--- src/rtl/bus_rx_fifo.sv ---
// Receive FIFO behind the bus control FSM: buffers good words, drops words seen
// during errors, counts error events and flags overflow.
module bus_rx_fifo #(
  parameter int DATA_W = 16,
  parameter int DEPTH  = 8,
  parameter int AW     = 3,
  parameter int CNT_W  = 8
) (
  input  logic              clk,
  input  logic              reset,
  input  logic [DATA_W-1:0] data_in,
  input  logic              valid_in,
  input  logic              error_in,
  input  logic              rd_en,
  output logic [DATA_W-1:0] data_out,
  output logic              data_valid,
  output logic              empty,
  output logic              full,
  output logic [AW:0]       fifo_count,
  output logic              overflow,
  output logic [CNT_W-1:0]  err_count,
  output logic [1:0]        state
);

  typedef enum logic [1:0] {
    IDLE     = 2'b00,
    ACTIVE   = 2'b01,
    ERR_HOLD = 2'b10
  } state_t;

  state_t              state_q, state_d;
  logic [DATA_W-1:0]   mem [DEPTH];
  logic [AW-1:0]       wr_ptr_q, rd_ptr_q;
  logic [AW:0]         count_q, count_d;
  logic [DATA_W-1:0]   dout_q;
  logic                dv_q;
  logic                ovf_q;
  logic [CNT_W-1:0]    errc_q;
  logic                err_prev_q;

  logic wr_req, wr_ok, rd_ok, err_evt;

  assign empty  = (count_q == '0);
  assign full   = (count_q == (AW+1)'(DEPTH));
  assign rd_ok  = rd_en & ~empty;
  // A word is a candidate for storage only outside any error condition.
  assign wr_req = valid_in & ~error_in & (state_q != ERR_HOLD);
  assign wr_ok  = wr_req & (~full | rd_ok);
  assign err_evt = error_in & ~err_prev_q;

  always_comb begin
    count_d = count_q;
    case ({wr_ok, rd_ok})
      2'b10:   count_d = count_q + 1'b1;
      2'b01:   count_d = count_q - 1'b1;
      default: count_d = count_q;
    endcase
  end

  always_comb begin
    state_d = state_q;
    case (state_q)
      IDLE: begin
        if (error_in)   state_d = ERR_HOLD;
        else if (wr_ok) state_d = ACTIVE;
      end
      ACTIVE: begin
        if (error_in)             state_d = ERR_HOLD;
        else if (count_d == '0)   state_d = IDLE;
      end
      ERR_HOLD: begin
        if (!error_in) state_d = (count_d != '0) ? ACTIVE : IDLE;
      end
      default: state_d = IDLE;
    endcase
  end

  always_ff @(posedge clk or negedge reset) begin
    if (!reset) begin
      state_q    <= IDLE;
      wr_ptr_q   <= '0;
      rd_ptr_q   <= '0;
      count_q    <= '0;
      dout_q     <= '0;
      dv_q       <= 1'b0;
      ovf_q      <= 1'b0;
      errc_q     <= '0;
      err_prev_q <= 1'b0;
    end else begin
      state_q    <= state_d;
      count_q    <= count_d;
      dv_q       <= rd_ok;
      err_prev_q <= error_in;
      if (wr_ok) wr_ptr_q <= wr_ptr_q + 1'b1;
      if (rd_ok) begin
        rd_ptr_q <= rd_ptr_q + 1'b1;
        dout_q   <= mem[rd_ptr_q];
      end
      if (wr_req && full && !rd_ok) ovf_q <= 1'b1;
      if (err_evt && (errc_q != '1)) errc_q <= errc_q + 1'b1;
    end
  end

  // Storage carries no reset; stale contents are unreachable once pointers clear.
  always_ff @(posedge clk) begin
    if (wr_ok) mem[wr_ptr_q] <= data_in;
  end

  assign data_out   = dout_q;
  assign data_valid = dv_q;
  assign fifo_count = count_q;
  assign overflow   = ovf_q;
  assign err_count  = errc_q;
  assign state      = state_q;

endmodule

--- config.mk ---
export PLATFORM = sky130hd
export DESIGN_NAME = bus_rx_fifo
export DESIGN_NICKNAME = d
export VERILOG_FILES = /design/src/rtl/bus_rx_fifo.sv
export SDC_FILE = /design/constraint.sdc
export NUM_CORES = 1
export LEC_CHECK = 0
export ABC_AREA = 1
export BUFFER_PORTS_ARGS = -buffer_cell sky130_fd_sc_hd__buf_2
export CORE_MARGIN = 8
export CORE_UTILIZATION = 40
export CTS_CLUSTER_DIAMETER = 200
export CTS_CLUSTER_SIZE = 8
export DETAILED_ROUTE_END_ITERATION = 7
export PLACE_DENSITY_LB_ADDON = 0.12
export SLEW_MARGIN = 15
export SYNTH_ARGS = -nofsm -noshare
export SYNTH_HDL_FRONTEND = slang
export SYNTH_SLANG_ARGS = --single-unit
--- constraint.sdc ---
create_clock -name clk -period 2.1 [get_ports clk]
set_input_delay 0 -clock clk [delete_from_list [all_inputs] [get_ports clk]]
set_output_delay 0 -clock clk [all_outputs]
set_load 0.005 [all_outputs]
==> summary.md <==
| Metric | Value |
|---|---|
| Post-DRT Antenna Nets | 0 |
| Number of global-route vias before repair | 4,321 |
| DP HPWL | 9680 um |
| Switching part of the total | 34.6% |
| Clock buffer depth | 2 |
| Fin. max-slew vios | 0 |
| FP Rows | 47 |
| TritonCTS Sinks | 167 |
| Most Frequent Cell on Critical Path | buf_4 |
| Yosys Warn Count | 0 |
| Max Clock Skew | 0.0114 ns |
| Share of layout cells above drive strength 1 | 23.8% |
| Comb pwr share | 32.7% |
| Die span in y | 145 um |
| Worst-Skew Late Latency | 0.43 ns |
| Avg WL per Cell | 17.6 um |
| Max stage delay on crit path | 0.38 ns |
| Library cells used by synthesis | 33 |
| Critical path type | reg2reg |
| DIE WIDTH | 145 um |
| RSZ-0062 raised after global routing | true |
| Fin. Hold Viols | 0 |
| Syn Area/Cell | 12.7 sq um |
| Slew margin rel. | 40.0% |
| Critical path capture point type | flop |
| Slowest CP cell | dfrtp_1 |
| Crit path cell chain | buf_4 -> inv_2 -> nor2_2 -> nand3_1 -> nand2_1 -> or2_2 -> nor2_1 -> buf_4 |
| DR vias | 4,375 |
| Period utilisation layout | 94.8% |
| Ant diodes | 0 |
| Critical-path maximum fanout | 11 |
| Layout net count | 660 |
| Post-synth EDFFs | 128 |
| Sequential share of the synthesized area | 72.2% |
| # H-tree levels | 4 |
| DRT iter0 DRCs | 308 |
| Post-synth net total | 552 |
| Worst Hold Class | in2reg |
| Clock share of power | 27.1% |
| Cell family with most CP delay | simple AND/OR/NAND/NOR gates |
| Pwr/cell area | 1300 nW/um^2 |
| Post-Route WL | 15,200 um |
| Die area | 21,100 sq um |
| Sequential share of power | 40.2% |
| Setup TNS | 0 ns |
| Leakage | 3.15 nW |
| Grt ovf | 0 |
| I/O Buffers | 54 |
| Pre-CTS setup slack | -0.00478 ns |
| Ys async rst share | 23.4% |
| Layout area overhead | 23.6% |
| Starting density of the core | 40.5% |
| Mapped Area | 6680 sq um |
| Worst VDD drop | 584 uV |
| Vias/cell | 5.05 |
| CP required | 2.22 ns |
| DRC | 0 |
| Final worst slack | 0.110 ns |
| Internal power | 7.03 mW |
| CP Buf/Inv Count | 3 |
| CTS tree | done |
| Initial antenna violation count | 0 |
| Synthesized flop and latch total | 167 |
| CORE AREA | 16,500 sq um |
| Highest clock rate | 502 MHz |
| First-pass GRT wire length | 23,900 um |
| Ys flop type | edfxtp_1 |
| Final setup violation count | 0 |
| Arr. time, crit path | 2.11 ns |
| Worst slew pin tran | 0.900 ns |
| Overall routing resource usage | 14.6% |
| Status | completed |
| Startpoint types | flop |
| Cells after Synth | 525 |
| Total of max-cap violations | 0 |
| Worst-path clk slew | 0.07 ns |
| CTS root buf | clkbuf_16 |
| CTS Buf Count | 17 |
| I/O pin total | 55 |
| Gpl congestion | 0.796 |
| Min cycle time layout | 1.99 ns |
| Sw power | 3.72 mW |
| Largest net degree at the start of global routing | 66 |
| Pre-antenna DRT Iters | 5 |
[kinds of logic after synthesis]
kind of cell,count (synthesis),share of synthesized area [%]
AO/OA/AOI/OAI,121,11.0
flip-flops,167,72.2
buffers and inverters,49,2.92
XOR/XNOR,11,1.44
adder cells (fa/ha/maj),6,1.24
multiplexers,1,0.169
AND/OR/NAND/NOR,170,11.1
[state kept, by name (all words and copies together), names as in the netlist]
| signal | flops |
|---|---|
| data_out | 16 |
| data_valid | 1 |
| err_count | 8 |
| err_prev_q | 1 |
| fifo_count | 4 |
| mem | 128 |
| overflow | 1 |
| rd_ptr_q | 3 |
| state | 2 |
| wr_ptr_q | 3 |
[cell type report]
class,count,area [sq um]
multi-input combinational,309,1710
inverter,23,90.1
clock buffer,18,429
sequential,167,4820
fill,1475,8220
timing repair buffer,115,796
clock inverter,14,128
tap,220,275
[worst reg2reg max path: stages (launching register included)]
cell and delay, ns:
dfrtp_1 0.38, buf_4 0.15, inv_2 0.06, nor2_2 0.04
nand3_1 0.14, nand2_1 0.15, or2_2 0.36, nor2_1 0.15
buf_4 0.25
[cell usage in the layout (no fill, tap or decap), drive strengths merged, types with 2 or more instances in the layout]
cell type | Yosys | layout
o22ai | 17 | 17
xor2 | 8 | 8
dfrtp | 39 | 39
inv | 22 | 24
xnor2 | 3 | 3
edfxtp | 128 | 128
clkinv | 1 | 6
nor2 | 82 | 82
a21oi | 3 | 3
nand3 | 15 | 15
nand2 | 70 | 70
clkbuf | 20 | 18
o21ai | 68 | 68
o221ai | 16 | 16
clkinvlp | 0 | 6
o211ai | 16 | 16
dlygate4sd3 | 0 | 19
ha | 5 | 5
nor3 | 2 | 2
buf | 6 | 96
[stage by stage]
stage	instances	total power, mW	hold slack, ns	cell area [sq um]	utilization (%)
6_report	866	10.8	0.0319	8250	50.1
2_1_floorplan	525	6.45	-0.296	6680	-
5_1_grt	866	11.4	0.0291	8250	50.1
3_5_place_dp	812	7.81	0.158	7420	45.1
4_1_cts	863	10.8	0.00294	8170	49.6
3_3_place_gp	812	7.75	0.156	7420	45.1
[repair_timing]
| action | in CTS | in global routing |
|---|---|---|
| gates resized for setup | 1 | 11 |
| hold buffers | 19 | 0 |
| setup buffers | 0 | 3 |
| hold endpoints to repair | 171 | 0 |
| endpoints found under the setup margin | 1 | 1 |
| pin swaps | 1 | 10 |
[metal layers]
metal | wire, um | vias up | global-route usage (%)
li1 | - | 2101 | -
met1 | 7290 | 2140 | 19.3
met2 | 7000 | 116 | 22.7
met3 | 755 | 18 | 4.38
met4 | 182 | 0 | 4.84
met5 | 0 | - | 0
[cells in the mapped netlist, types with 2 or more instances]
cell      number  area share (%)
o21ai_0       66             4.9
xor2_1         8             1.0
o211ai_1      16             1.8
xnor2_1        3            0.39
nand3_1       12            0.90
buf_2          5            0.37
inv_1         20             1.1
nor3_1         2            0.15
clkbuf_1      20             1.1
dfrtp_1       39              15
ha_1           5            0.94
o221ai_1      16             2.1
nand3_2        2            0.30
inv_2          2            0.11
nor2_2         4            0.37
nand2_1       63             3.5
o21ai_1        2            0.15
nor2_1        77             4.3
a21oi_1        2            0.15
o22ai_1       17             1.6
edfxtp_1     128              58
nand2_2        5            0.47
[final timing paths]
path / from / to / slack, ns / cells past startpoint
max reg2reg: fifo_count[3] / mem[0][4] / 0.11 / 8
min in group asynchronous: reset / fifo_count[2] / 0.24 / 2
max in group asynchronous: reset / data_out[5] / 1.28 / 2
max: fifo_count[3] / mem[0][4] / 0.11 / 8
min reg2reg: data_out[9] / data_out[9] / 0.48 / 2
min: rd_en / rd_ptr_q[0] / 0.03 / 3
[power groups by stage]
stage               logic, mW  clock network (mW)  registers, mW
floorplan                2.03                   0           4.42
global placement         3.37                   0           4.38
detailed placement       3.42                   0           4.39
CTS                      3.46                2.99           4.33
global route             3.94                3.11           4.39
finish                   3.52                2.91           4.33
Note: power is estimated with default switching activity, not from simulation.
